$ cat src/rtl/ahb_tcm_arb_pkg.sv
// ahb_tcm_arb_pkg: shared AHB-Lite encodings, port state type and byte-lane helper
package ahb_tcm_arb_pkg;

    localparam logic [1:0] HTRANS_IDLE   = 2'b00;
    localparam logic [1:0] HTRANS_BUSY   = 2'b01;
    localparam logic [1:0] HTRANS_NONSEQ = 2'b10;
    localparam logic [1:0] HTRANS_SEQ    = 2'b11;

    localparam logic [2:0] HSIZE_BYTE = 3'd0;
    localparam logic [2:0] HSIZE_HALF = 3'd1;
    localparam logic [2:0] HSIZE_WORD = 3'd2;

    typedef enum logic [2:0] {IDLE, WAIT, DONE, ERR1, ERR2} port_state_e;

    function automatic logic [3:0] size_to_be(input logic [2:0] hsize, input logic [1:0] addr);
        return hsize == HSIZE_BYTE ? 4'b0001 << addr :
               hsize == HSIZE_HALF ? 4'b0011 << {addr[1], 1'b0} :
               hsize == HSIZE_WORD ? 4'hF : 4'h0;
    endfunction

endpackage

$ cat src/rtl/ahb_tcm_arb_port.sv
// ahb_tcm_arb_port: one AHB-Lite slave port; captures the address phase, checks it and
// holds a RAM request until granted.
module ahb_tcm_arb_port
    import ahb_tcm_arb_pkg::*;
#(
    parameter int RAM_AW = 11
) (
    input  logic              clk,
    input  logic              rst_n,
    input  logic              hsel,
    input  logic [1:0]        htrans,
    input  logic [31:0]       haddr,
    input  logic              hwrite,
    input  logic [2:0]        hsize,
    input  logic [31:0]       ram_rdata,
    input  logic              grant,
    output logic              hready,
    output logic              hresp,
    output logic [31:0]       hrdata,
    output logic              req,
    output logic [RAM_AW-1:0] addr,
    output logic [3:0]        be,
    output logic              write
);

    port_state_e       state;
    logic [RAM_AW+1:0] addr_q;
    logic [2:0]        size_q;
    logic              write_q;
    logic              ready_phase;
    logic              capture;
    logic              err;

    assign ready_phase = state == IDLE || state == DONE || state == ERR2;
    assign capture     = ready_phase && hsel && (htrans == HTRANS_NONSEQ || htrans == HTRANS_SEQ);
    assign err = haddr[31:RAM_AW+2] != '0 || hsize > HSIZE_WORD ||
                 (hsize == HSIZE_HALF && haddr[0]) ||
                 (hsize == HSIZE_WORD && haddr[1:0] != 2'b00);

    always_ff @(posedge clk or negedge rst_n) begin
        if (!rst_n) begin
            state   <= IDLE;
            addr_q  <= '0;
            size_q  <= HSIZE_BYTE;
            write_q <= 1'b0;
        end else begin
            if (capture) begin
                addr_q  <= haddr[RAM_AW+1:0];
                size_q  <= hsize;
                write_q <= hwrite;
            end
            state <= capture         ? (err ? ERR1 : WAIT) :
                     state == WAIT   ? (grant ? DONE : WAIT) :
                     state == ERR1   ? ERR2 : IDLE;
        end
    end

    assign hready = state != WAIT && state != ERR1;
    assign hresp  = state == ERR1 || state == ERR2;
    // Read data is only routed while this port holds the completed read.
    assign hrdata = (state == DONE && !write_q) ? ram_rdata : '0;
    assign req    = state == WAIT;
    assign addr   = addr_q[RAM_AW+1:2];
    assign be     = size_to_be(size_q, addr_q[1:0]);
    assign write  = write_q;

endmodule

$ cat src/rtl/ahb_tcm_arbiter.sv
// ahb_tcm_arbiter: shares one single-port synchronous TCM between the SCR1 imem and dmem
// AHB-Lite ports with fixed priority and a starvation guard.
module ahb_tcm_arbiter
    import ahb_tcm_arb_pkg::*;
#(
    parameter int RAM_AW     = 11,
    parameter bit DMEM_PRIO  = 1'b1,
    parameter int MAX_STREAK = 2
) (
    input  logic              clk,
    input  logic              rst_n,
    input  logic [1:0]        imem_htrans,
    input  logic [31:0]       imem_haddr,
    input  logic [2:0]        imem_hsize,
    output logic              imem_hready,
    output logic [31:0]       imem_hrdata,
    output logic              imem_hresp,
    input  logic              dmem_hsel,
    input  logic [1:0]        dmem_htrans,
    input  logic [31:0]       dmem_haddr,
    input  logic              dmem_hwrite,
    input  logic [2:0]        dmem_hsize,
    input  logic [31:0]       dmem_hwdata,
    output logic              dmem_hready,
    output logic [31:0]       dmem_hrdata,
    output logic              dmem_hresp,
    output logic              ram_en,
    output logic [3:0]        ram_we,
    output logic [RAM_AW-1:0] ram_addr,
    output logic [31:0]       ram_wdata,
    input  logic [31:0]       ram_rdata
);

    localparam int SW = $clog2(MAX_STREAK + 2);

    logic              imem_req, dmem_req;
    logic              imem_gnt, dmem_gnt;
    logic              imem_write, dmem_write;
    logic [RAM_AW-1:0] imem_addr, dmem_addr;
    logic [3:0]        imem_be, dmem_be;
    logic              conflict, force_other;
    logic [SW-1:0]     streak;

    ahb_tcm_arb_port #(.RAM_AW(RAM_AW)) u_imem (
        .clk       (clk),
        .rst_n     (rst_n),
        .hsel      (1'b1),
        .htrans    (imem_htrans),
        .haddr     (imem_haddr),
        .hwrite    (1'b0),
        .hsize     (imem_hsize),
        .ram_rdata (ram_rdata),
        .grant     (imem_gnt),
        .hready    (imem_hready),
        .hresp     (imem_hresp),
        .hrdata    (imem_hrdata),
        .req       (imem_req),
        .addr      (imem_addr),
        .be        (imem_be),
        .write     (imem_write)
    );

    ahb_tcm_arb_port #(.RAM_AW(RAM_AW)) u_dmem (
        .clk       (clk),
        .rst_n     (rst_n),
        .hsel      (dmem_hsel),
        .htrans    (dmem_htrans),
        .haddr     (dmem_haddr),
        .hwrite    (dmem_hwrite),
        .hsize     (dmem_hsize),
        .ram_rdata (ram_rdata),
        .grant     (dmem_gnt),
        .hready    (dmem_hready),
        .hresp     (dmem_hresp),
        .hrdata    (dmem_hrdata),
        .req       (dmem_req),
        .addr      (dmem_addr),
        .be        (dmem_be),
        .write     (dmem_write)
    );

    // After MAX_STREAK consecutive conflict wins the waiting port is served next.
    assign conflict    = imem_req && dmem_req;
    assign force_other = streak == SW'(MAX_STREAK);
    assign dmem_gnt    = conflict ? (DMEM_PRIO ^ force_other) : dmem_req;
    assign imem_gnt    = conflict ? !dmem_gnt : imem_req;

    always_ff @(posedge clk or negedge rst_n) begin
        if (!rst_n)
            streak <= '0;
        else
            streak <= (conflict && dmem_gnt == DMEM_PRIO) ? streak + 1'b1 : '0;
    end

    assign ram_en    = imem_gnt || dmem_gnt;
    assign ram_addr  = dmem_gnt ? dmem_addr : imem_addr;
    assign ram_we    = (dmem_gnt && dmem_write) ? dmem_be :
                       (imem_gnt && imem_write) ? imem_be : 4'h0;
    assign ram_wdata = (dmem_gnt && dmem_write) ? dmem_hwdata : '0;

endmodule

$ cat config.mk
export PLATFORM = sky130hd
export DESIGN_NAME = ahb_tcm_arbiter
export DESIGN_NICKNAME = d
export VERILOG_FILES = /design/src/rtl/ahb_tcm_arb_pkg.sv /design/src/rtl/ahb_tcm_arb_port.sv /design/src/rtl/ahb_tcm_arbiter.sv
export SDC_FILE = /design/constraint.sdc
export NUM_CORES = 1
export LEC_CHECK = 0
export ABC_AREA = 1
export BUFFER_PORTS_ARGS = -buffer_cell sky130_fd_sc_hd__buf_2
export CAP_MARGIN = 15
export CORE_MARGIN = 4
export CORE_UTILIZATION = 38
export CTS_BUF_LIST = sky130_fd_sc_hd__clkbuf_4
export DETAILED_ROUTE_END_ITERATION = 12
export PLACE_DENSITY = 0.8
export REMOVE_ABC_BUFFERS = 1
export SLEW_MARGIN = 25
export SYNTH_ARGS = -nofsm -noshare
export SYNTH_HDL_FRONTEND = slang
export SYNTH_HIERARCHICAL = 1
export SYNTH_SLANG_ARGS = --single-unit
$ cat constraint.sdc
create_clock -name clk -period 1.84 [get_ports clk]
set_clock_uncertainty 0.15 [all_clocks]
set_input_delay 0.368 -clock clk [delete_from_list [all_inputs] [get_ports clk]]
set_output_delay 0.368 -clock clk [all_outputs]
set_load 0.01 [all_outputs]
After elaboration in Yosys (flattened, before gate mapping)
Index checks and enable logic that the tools add are counted.

Reduce and logical (&&, ||, !) cells: 37. Magnitude comparators: 2. Eq/ne operators: 23. Shift operators: 2. Muxes and demuxes: 21. Bitwise operators: 1. Add/sub/neg operators: 1.

Operators with widths (number): $mux 32 (3); $reduce_bool 19->1 (2); $eq 3x2->1 const B (7); $mux 3 (6); $mux 4 (4); $eq 3x1->1 const B (5); $logic_or 1x1->1 (15); $logic_and 1x1->1 (13); $mux 11 (1); $eq 2x2->1 const B (5); $mux 2 (5); $logic_not 3->1 (3); $eq 3x3->1 const B (2); $gt 3x2->1 const B (2); $ne 3x1->1 const B (2); $ne 3x2->1 const B (2); $reduce_bool 2->1 (2); $shl 1x2->4 const A (1); $shl 2x2->4 const A (1); $add 2x1->2 const B (1); $logic_not 1->1 (2); $mux 1 (2); $not 1->1 (1).

Word-level logic and storage cells: 94. Flip-flop bits (word level): 38. Output and inout bits: 116. Input bits: 142.

Depth between registers and ports, before layout
Depth after elaboration: 8. Gate-level depth with buffers: 8. Depth with buffers taken out: 7.

Hierarchy
Netlist, hierarchy kept.

Modules (own cells, without submodules): ahb_tcm_arb_port (times used 2, area each 1398.8 sq um, seq. area each 500.5 sq um, cells an instance 207); ahb_tcm_arbiter (times used 1, area each 626.9 sq um, seq. area each 50.0 sq um, cells an instance 130).

Least setup slack after synthesis
No wires, ideal clock.

Path kind: reg-to-output. Start point: reg u_imem.state[2]. End point: out ram_addr[0]. Stages on the path, launching flop included: 7. Data required time: 1.322 ns. Arrival: 1.638 ns. Path slack: -0.316 ns. Path buffers: 1. Cell sequence: dfrtp_1 inv_1 nand2_1 nor2_1 a21oi_4 buf_4 o21ai_0.

Cells in the longest elaborated chain, start to end: 4.

Ends and longest elaborated chain: start: declaration (RTL line ahb_tcm_arb_port.sv:26) `port_state_e state;`; start signal: assignment (RTL line ahb_tcm_arb_port.sv:52) `state <= capture ? (err ? ERR1 : WAIT) :`; $eq 3x1->1 (RTL line ahb_tcm_arb_port.sv:62) `assign req = state == WAIT;`; named net imem_req (RTL line ahb_tcm_arbiter.sv:36) `logic imem_req, dmem_req;`; $logic_and 1x1->1 (RTL line ahb_tcm_arbiter.sv:83) `assign conflict = imem_req && dmem_req;`; $mux 1 (RTL line ahb_tcm_arbiter.sv:85) `assign dmem_gnt = conflict ? (DMEM_PRIO ^ force_other) : dmem_req;`; named net dmem_gnt (RTL line ahb_tcm_arbiter.sv:37) `logic imem_gnt, dmem_gnt;`; $mux 11 (RTL line ahb_tcm_arbiter.sv:96) `assign ram_addr = dmem_gnt ? dmem_addr : imem_addr;`; end: declaration (RTL line ahb_tcm_arbiter.sv:29) `output logic [RAM_AW-1:0] ram_addr,`.

The timed path passes the listed nets, and every way through them passes these cells.

Worst setup path after layout
Start point: reg u_dmem.state[2]. End point: out ram_wdata[6].

Cells in the longest elaborated chain, start to end: 5.

Ends and longest elaborated chain: start: declaration (RTL line ahb_tcm_arb_port.sv:26); start signal: assignment (RTL line ahb_tcm_arb_port.sv:52); $eq 3x1->1 * (RTL line ahb_tcm_arb_port.sv:62); named net dmem_req (RTL line ahb_tcm_arbiter.sv:36); $logic_and 1x1->1 (RTL line ahb_tcm_arbiter.sv:83); $mux 1 * (RTL line ahb_tcm_arbiter.sv:85); $logic_and 1x1->1 * (RTL line ahb_tcm_arbiter.sv:99) `assign ram_wdata = (dmem_gnt && dmem_write) ? dmem_hwdata : '0;`; $mux 32 * (RTL line ahb_tcm_arbiter.sv:99); end: declaration (RTL line ahb_tcm_arbiter.sv:30) `output logic [31:0] ram_wdata,`.

The timed path passes the listed nets; every way through them passes the cells marked *.

==> flow_summary.json <==
{
  "synthMuxAreaShare": 0,
  "drv_slew": 0,
  "syn_avg_cell_area_sq_um": 6.295,
  "route.detailed.drc": 0,
  "hp-class": "in -> reg",
  "ys_warn_count": 6,
  "ant_nets": 0,
  "initial_utilization": 0.3908,
  "synth_top_family_by_area": "simple AND/OR/NAND/NOR gates",
  "crit_family": "buffers and inverters",
  "critPathLaunchType": "register",
  "ys_seq_elements": 42,
  "die_height_microns": 102.9,
  "cts_root_buf": "clkbuf_4",
  "die_w_microns": 102.9,
  "yosys-top-cells-area": "dfrtp_1 (31%), inv_1 (14%), nand2_1 (14%), nor2_1 (11%), buf_4 (5.3%)",
  "finalCriticalPeriod_ns": 2.334,
  "p_total_mw": 7.292,
  "worstPathMaxFanout": 5,
  "clkTransAtPathRegs_ns": 0.12,
  "synthSimpleGateAreaFrac": 0.3529,
  "synth_xor_area_frac": 0,
  "utilization": 0.7390,
  "ir_drop_mv": 1.007,
  "status": "finished with violations",
  "dp_slack_ns": -0.1162,
  "drt_pass1_iterations": 4,
  "ys_top_cells_by_count": "inv_1 (131), nand2_1 (129), nor2_1 (104)",
  "antenna_found_initial": 3,
  "dieArea_sq_um": 10590,
  "fmax_mhz": 428.4,
  "pin_count": 258,
  "gp_congestion": 0.8853,
  "crit_buf_inv": 5,
  "grt-ovfl-total": 0,
  "syn_to_final_growth_pct": 89.11,
  "worstSetupPathType": "reg -> out",
  "hold_violations": 0,
  "final_area_sq_um": 6476,
  "crit_path_cell_trace": "inv_2 > nand2_4 > nor2_4 > inv_2 > a21oi_4 > buf_6 > nand2_8 > clkbuf_16 > nor2_2 > buf_2",
  "cts_made_buffers": 5,
  "final_nets": 966,
  "synth.most_common_cell": "inv_1",
  "syn_area_sq_um": 3425,
  "slowest_delay_ns": 0.41,
  "synth_top_cell_area_share": 0.3069,
  "violations": "setup timing",
  "crit_required_ns": 1.32,
  "track_usage": 0.2105,
  "synth_compound_area_frac": 0.08440,
  "cp_slowest_cell": "dfrtp_1",
  "endpoint_kind": "output port",
  "rsz0062_at_grt": "true",
  "hold_slack_ns": 0.04729,
  "total_leakage_power_nw": 3.645,
  "vias_per_cell": 4.669,
  "clk_latency_ns": 0.35,
  "worst_path_most_repeated_cell": "inv_2",
  "cts.sinks": 42,
  "yosys_most_used_dff": "dfrtp_1",
  "synthCells": 544,
  "wirelength_microns": 15020,
  "critPathArrivalTime_ns": 1.82,
  "grt_max_degree": 26,
  "period_share": 1.269,
  "wl_per_cell_microns": 16.08,
  "numPortBuffers": 255,
  "drt_iter0_markers": 162,
  "clk_path_buf_depth": 2,
  "synth-adder-area-share": 0.003654,
  "placed_cell_area_sq_um": 4737,
  "ys_seq_area_frac": 0.3069,
  "grt_pass1_wl_microns": 17540,
  "netlist.top_cell.by_area": "dfrtp_1",
  "drive_gt1_frac": 0.5631,
  "synth.distinct_cells": 25,
  "htreeDepth": 2,
  "setup_viol": 113,
  "num_rows": 34,
  "drv_cap": 0,
  "synth_edf_count": 0,
  "power.density_nw_per_um2": 1126,
  "coreArea_sq_um": 8763,
  "setup_ws_ns": -0.4941,
  "dp.final_hpwl_microns": 9095,
  "grt_pass1_vias": 3763,
  "vias": 4361,
  "cts_tree": "yes",
  "async_flop_share": 1.000
}
[where the power goes]
group / total, mW / internal (mW) / leakage [nW] / switching (mW)
clock: 0.619 / 0.318 / 0.0464 / 0.301
sequential: 1.63 / 1.31 / 0.526 / 0.324
combinational: 5.04 / 2.40 / 3.07 / 2.64
[per-layer routing]
metal,global-route usage,up-vias,part of all wire
met3,0.04668,37,0.083
met5,0,-,0.00087
li1,-,2110,-
met1,0.2346,2010,0.37
met2,0.3981,202,0.52
met4,0.05876,2,0.026
[path summary, 6_finish.rpt]
check                                start                to  slack, ns  cells after the start
max in group asynchronous            rst_n      u_imem/write       0.74                      3
max                        u_dmem/state[2]      ram_wdata[6]      -0.49                     10
max reg2reg                u_imem/state[2]   u_dmem/state[0]       0.11                      9
min reg2reg                      streak[0]         streak[0]       0.29                      1
min                          imem_haddr[8]  u_imem/addr_q[8]       0.05                      3
min in group asynchronous            rst_n  u_imem/addr_q[9]       0.31                      2
[state kept, by name, indices dropped and copies added (netlist names)]
register / flops
u_dmem/write: 1
u_dmem/state: 3
u_dmem/size_q: 3
streak: 2
u_imem/state: 3
u_dmem/addr_q: 13
u_imem/addr_q: 13
u_imem/size_q: 3
u_imem/write: 1
[stage by stage]
stage | setup TNS, ns | cells
2_1_floorplan | -20.78 | 505
3_3_place_gp | -2.541 | 894
3_5_place_dp | -3.350 | 894
4_1_cts | -38.35 | 928
5_1_grt | -49.78 | 934
6_report | -38.88 | 934
[logic make-up after synthesis]
group	after synthesis
compound gates	45
fa+ha+maj	1
buf+inv	174
flops	42
other cells	2
simple gates	280
[worst register-to-register path, stage by stage (launching register included)]
cell and delay [ns]:
dfrtp_1 0.41, inv_2 0.07, nand2_2 0.06, nor2_2 0.11
buf_6 0.12, a21oi_4 0.05, buf_6 0.15, clkbuf_16 0.16
buf_4 0.13, o31ai_1 0.23
[layout by cell type, fill, tap and decap left out, drive strengths merged]
master	synthesis	layout
o21ai	31	31
buf	39	306
ha	1	1
dfrtp	42	42
inv	135	135
clkbuf	0	10
dlygate4sd3	0	1
conb	2	2
a21oi	8	8
o31ai	6	6
nand3	12	12
bufinv	0	1
nor2	128	128
nand4	4	4
nor3	4	4
nand2	132	133
diode	0	2
[final cells by class]
cell class | instances | area [sq um]
clock inverter | 1 | 30.03
timing repair buffer | 310 | 2482
sequential | 42 | 1054
inverter | 135 | 526.8
antenna | 2 | 5.005
clock buffer | 7 | 52.55
fill | 640 | 2287
multi-input combinational | 329 | 2191
tap | 108 | 135.1
[repair_timing]
| action | 4_1_cts | 5_1_grt |
|---|---|---|
| cloned | 8 | 4 |
| setup endpoints to repair | 114 | 114 |
| resized for setup | 110 | 199 |
| hold buffers | 1 | 0 |
| pin swaps | 14 | 22 |
| buffers inserted | 26 | 6 |
| endpoints found under the hold margin | 17 | 0 |
No activity file was read; power rests on OpenSTA's default activity.
